[config.mk]
export PLATFORM = sky130hd
export DESIGN_NAME = prog_loader
export DESIGN_NICKNAME = d
export VERILOG_FILES = /design/src/rtl/prog_loader.sv
export SDC_FILE = /design/constraint.sdc
export NUM_CORES = 1
export LEC_CHECK = 0
export ABC_AREA = 1
export CAP_MARGIN = 0
export CELL_PAD_IN_SITES_DETAIL_PLACEMENT = 1
export CELL_PAD_IN_SITES_GLOBAL_PLACEMENT = 2
export CORE_ASPECT_RATIO = 1.4
export CORE_UTILIZATION = 35
export DETAILED_ROUTE_END_ITERATION = 10
export PLACE_DENSITY = 0.9
export SLEW_MARGIN = 20
export SYNTH_ARGS = -nofsm -noshare
export SYNTH_HDL_FRONTEND = slang
export SYNTH_SLANG_ARGS = --single-unit
[constraint.sdc]
create_clock -name clk -period 4.84 [get_ports clk]
set_input_delay 0.726 -clock clk [delete_from_list [all_inputs] [get_ports clk]]
set_output_delay 0.726 -clock clk [all_outputs]
set_load 0.05 [all_outputs]
[src/rtl/prog_loader.sv]
`default_nettype none
// ============================================================================
//  Module      : prog_loader
//  Description : Boot-stage program loader. Accepts a header word (program
//                length), streams that many instruction words into the
//                instruction memory write port, verifies a trailing 16-bit
//                additive checksum and releases the core from reset only
//                after a clean load.
//  Revision    : 1.0 - initial release
// ============================================================================
module prog_loader #(
    parameter int AW    = 9,
    parameter int DW    = 16,
    parameter int DEPTH = 512
) (
    input  logic          clk,
    input  logic          rst,
    input  logic          start,
    input  logic [DW-1:0] in_data,
    input  logic          in_valid,
    output logic          in_ready,
    output logic          im_wen,
    output logic [AW-1:0] im_addr,
    output logic [DW-1:0] im_wdata,
    output logic          core_rst,
    output logic          busy,
    output logic          done,
    output logic          err
);

    // Word counter and latched length need one extra bit so a full
    // DEPTH-word program (len == 2**AW) is representable.
    localparam int CW = AW + 1;

    localparam logic [2:0] c_ST_IDLE = 3'd0;
    localparam logic [2:0] c_ST_HDR  = 3'd1;
    localparam logic [2:0] c_ST_LOAD = 3'd2;
    localparam logic [2:0] c_ST_CHK  = 3'd3;
    localparam logic [2:0] c_ST_RUN  = 3'd4;
    localparam logic [2:0] c_ST_ERR  = 3'd5;

    localparam logic [DW-1:0] c_DEPTH_W = DW'(DEPTH);

    logic [2:0]    r_state;
    logic [2:0]    w_state_nxt;
    logic          r_in_ready;
    logic          r_im_wen;
    logic [AW-1:0] r_im_addr;
    logic [DW-1:0] r_im_wdata;
    logic          r_core_rst;
    logic          r_busy;
    logic          r_done;
    logic          r_err;
    logic [CW-1:0] r_count;
    logic [CW-1:0] r_len;
    logic [DW-1:0] r_sum;

    logic          w_accept;
    logic          w_len_bad;
    logic          w_restart;
    logic          w_nxt_active;
    logic [CW-1:0] w_count_inc;

    // A word only moves when the loader advertised ready in this cycle.
    assign w_accept     = in_valid && r_in_ready;
    assign w_len_bad    = (in_data == '0) || (in_data > c_DEPTH_W);
    assign w_count_inc  = r_count + CW'(1);
    // start is honoured only outside an active load.
    assign w_restart    = start && ((r_state == c_ST_IDLE) ||
                                    (r_state == c_ST_RUN)  ||
                                    (r_state == c_ST_ERR));
    assign w_nxt_active = (w_state_nxt == c_ST_HDR)  ||
                          (w_state_nxt == c_ST_LOAD) ||
                          (w_state_nxt == c_ST_CHK);

    // Next-state decision for the load sequence.
    always_comb begin
        w_state_nxt = r_state;
        case (r_state)
            c_ST_IDLE, c_ST_RUN, c_ST_ERR: begin
                if (start) begin
                    w_state_nxt = c_ST_HDR;
                end
            end
            c_ST_HDR: begin
                if (w_accept) begin
                    w_state_nxt = w_len_bad ? c_ST_ERR : c_ST_LOAD;
                end
            end
            c_ST_LOAD: begin
                if (w_accept && (w_count_inc == r_len)) begin
                    w_state_nxt = c_ST_CHK;
                end
            end
            c_ST_CHK: begin
                if (w_accept) begin
                    w_state_nxt = (in_data == r_sum) ? c_ST_RUN : c_ST_ERR;
                end
            end
            default: begin
                w_state_nxt = c_ST_IDLE;
            end
        endcase
    end

    // State register and status outputs, registered from the next state so
    // every status flag lines up with the state it describes.
    always_ff @(posedge clk or posedge rst) begin
        if (rst) begin
            r_state    <= c_ST_IDLE;
            r_in_ready <= 1'b0;
            r_busy     <= 1'b0;
            r_done     <= 1'b0;
            r_err      <= 1'b0;
            r_core_rst <= 1'b1;
        end else begin
            r_state    <= w_state_nxt;
            r_in_ready <= w_nxt_active;
            r_busy     <= w_nxt_active;
            r_done     <= (w_state_nxt == c_ST_RUN);
            r_err      <= (w_state_nxt == c_ST_ERR);
            r_core_rst <= (w_state_nxt != c_ST_RUN);
        end
    end

    // Load datapath: length latch, word counter, running checksum and the
    // one-cycle registered memory write for every accepted program word.
    always_ff @(posedge clk or posedge rst) begin
        if (rst) begin
            r_count    <= '0;
            r_len      <= '0;
            r_sum      <= '0;
            r_im_wen   <= 1'b0;
            r_im_addr  <= '0;
            r_im_wdata <= '0;
        end else begin
            r_im_wen <= 1'b0;
            if (w_restart) begin
                r_count <= '0;
                r_sum   <= '0;
            end
            if (w_accept && (r_state == c_ST_HDR) && !w_len_bad) begin
                r_len <= in_data[CW-1:0];
            end
            // The count < len guard keeps the address from ever stepping past
            // the last programmed word, even if the length latch were stale.
            if (w_accept && (r_state == c_ST_LOAD) && (r_count < r_len)) begin
                r_im_wen   <= 1'b1;
                r_im_addr  <= r_count[AW-1:0];
                r_im_wdata <= in_data;
                r_sum      <= r_sum + in_data;
                r_count    <= w_count_inc;
            end
        end
    end

    assign in_ready = r_in_ready;
    assign im_wen   = r_im_wen;
    assign im_addr  = r_im_addr;
    assign im_wdata = r_im_wdata;
    assign core_rst = r_core_rst;
    assign busy     = r_busy;
    assign done     = r_done;
    assign err      = r_err;

endmodule
`default_nettype wire

==> metrics.txt <==
Initial Util 36.0%; DR DRC count 0; Hold Path Stages 2; synth warn 0; Crit path top cell by count nand2_1; highest-delay cell along the critical path clkdlybuf4s50_1; fin crit period 2.67 ns; final worst slack 2.17 ns; Critical Path Source Type primary input; count of final setup violators 0; Critical Path, Cell by Cell clkdlybuf4s50_1, ha_1, fa_1, nand2_1, nand2_1, o21ai_0, o21ai_1, nand3_1, nand2_1, nand2_1, nand3_1, nand3_1, nand2_1; area delta synth->final 22.3%; CP Data Arrival Time 2.89 ns; cts bufs inserted 9; total power 1.61 mW; aggregate global routing overflow 0; Combinational Power Share 21.4%; clk sinks 69; asr flop ratio synth 100%; CTS resizes 0; via count 3864; count of flip-flops with a built-in enable after synthesis 0; Post-synth top flop dfrtp_1; Worst Hold End im_addr[7]; endpoint class of the critical path flip-flop; worst skew pair latency 0.34 ns; synthesized area 0.00410 mm2; # IOs 51; clk slew on worst S/H paths 0.06 ns; post-route ant nets 0; Hold Vio Cnt, Final 0; Total GRT Usage 22.1%; Yosys reg bits 69; Max Root-Sink Buffers 2; Pleak 2.48 nW; setup TNS 0 ns; hold_sp im_addr[7]; Max stage delay on crit path 0.48 ns; ant diodes 0; layout cells sized above 1 4.77%; Flop pwr share 39.5%; Int Pwr 1.09 mW; Core ar. 0.0114 mm2; max_cap viols 0; Core Rows 46; CTS tree yes; clk_skew 0.0103 ns; VDD IR max 0.139 mV; worst flop-to-flop path startpoint r_count[8]; Worst Max-Slew Pin Slew 0.914 ns; fin. max-slew vios 0; Fmax 375 MHz; CP bufs+invs 1; Slew HR 38.7%; Net Switching 516 uW; initial antenna violation count 0; largest net degree at the start of global routing 76; clock share of power 39.1%; total die area 0.0122 mm2; most common cell after layout, fill and taps aside nand2_1; Post-Syn Area per Cell 7.40 um2; post-DP HPWL 9160 um; Cell variety after synth 34; first-pass GRT wire length 20500 um; H-tree depth 3; final WL 12200 um; pwr dens 321 mW/mm2; DRT Pass-1 Iters 4; Hold Buf Count CTS 0; post-synth net total 601; Post-Place Cells 736; routed len/inst 16.2 um; Setup WS pre-CTS 1.68 ns; Buffers on Ports 50; 1st-iter DRT viols 176; Sw Share 32.1%; CP max FO 4; Crit path depth 13; outcome complete, no violations; Data required, critical path 5.06 ns; sequential fraction of the synthesis area 42.1%; die width 93.5 um; crit share post-route 55.2%; RD Place Congestion 0.876; Hold Crit Class reg2reg; Setup Fix Bufs, Post-CTS 0; RSZ-0062 raised after global routing no; worst setup path class in2reg; Reg2Reg Depth 8; DIE HEIGHT 130 um; commonest cells after routing, fill and taps aside nand2_1, dfrtp_1, nand3_1; number of global-route vias before repair 4123; Worst Hold Margin 0.476 ns; r2r endpoint im_addr[0]; CP top delay family adder cells; clk root buf clkbuf_16; cells after synthesis 554; Nets 650; post-DR vias/cell 5.14; final non-filler cell total 752; flop2flop setup slack 2.25 ns
[Yosys cell counts (2+ instances only)]
master / n / share of area [%]
clkbuf_1: 5 / 0.46
nand2_1: 161 / 15
buf_2: 9 / 1.1
and2_1: 3 / 0.46
nor2_1: 48 / 4.4
nand4_1: 3 / 0.46
nor2_2: 3 / 0.46
inv_1: 51 / 4.7
ha_1: 26 / 7.9
o21ai_0: 57 / 7.0
xor2_1: 3 / 0.64
inv_2: 2 / 0.18
nand2_2: 2 / 0.31
o21ai_1: 2 / 0.24
o21bai_1: 3 / 0.55
a21oi_1: 28 / 3.4
nor3_1: 3 / 0.37
o21a_1: 2 / 0.37
nor4_1: 2 / 0.31
nand3_1: 60 / 7.3
dfrtp_1: 68 / 41
[power by group through the flow]
stage	clock network [mW]	logic [mW]	registers (mW)
2_1_floorplan	0	0.167	0.701
3_3_place_gp	0	0.337	0.644
3_5_place_dp	0	0.347	0.646
4_1_cts	0.644	0.349	0.635
5_1_grt	0.665	0.377	0.638
6_report	0.628	0.344	0.635
[cells by family after synthesis]
kind of cell / count (synthesis) / share of synthesized area (%)
xor+xnor: 4 / 0.854
compound gates: 96 / 12.3
fa+ha+maj: 27 / 8.42
buf+inv: 69 / 6.68
flops: 69 / 42.1
simple gates: 289 / 29.7
[flip-flops by register name, summed over array words and instances, names as in the netlist]
register / flops
r_sum: 16
im_wdata: 16
core_rst: 1
err: 1
im_addr: 9
busy: 1
r_len: 10
r_state: 3
r_count: 10
im_wen: 1
done: 1
[worst min-delay path: cells and delay by family, from the launching register on]
kind,cells,cell delay [ns]
simple gates,1,0.05
flops,1,0.34
compound gates,1,0.05
[layout make-up]
| class | instances | area, um2 |
|---|---|---|
| Inverter | 54 | 203 |
| Sequential cell | 69 | 1730 |
| Clock buffer | 14 | 264 |
| Fill cell | 1442 | 6380 |
| Multi-Input combinational cell | 416 | 2110 |
| Tap cell | 144 | 180 |
| Timing Repair Buffer | 53 | 523 |
| Clock inverter | 2 | 10.0 |
[how the worst max path moves through the flow]
stage / start / to / slack [ns]
global route: r_count[8] / r_sum[4] / 1.93
finish: in_data[0] / r_sum[10] / 2.17
floorplan: rst / busy / 2.38
CTS: in_data[1] / busy / 2.04
global placement: in_data[10] / busy / 1.75
detailed placement: in_data[1] / busy / 1.68
[routing by layer]
layer / share of wire [%] / routed length, um / track usage, %
met3: 2.3 / 274 / 4.49
met5: 0 / 0 / 0
met1: 39 / 4790 / 23.4
met2: 55 / 6700 / 41.6
met4: 3.3 / 398 / 10.2
[through the flow]
| stage | util, % | area (um2) |
|---|---|---|
| after floorplan | - | 4100 |
| after global placement | 41.6 | 4740 |
| after detailed placement | 41.6 | 4740 |
| after CTS | 44.0 | 5010 |
| after global routing | 44.0 | 5010 |
| final | 44.0 | 5010 |
No activity file was read; power rests on OpenSTA's default activity.
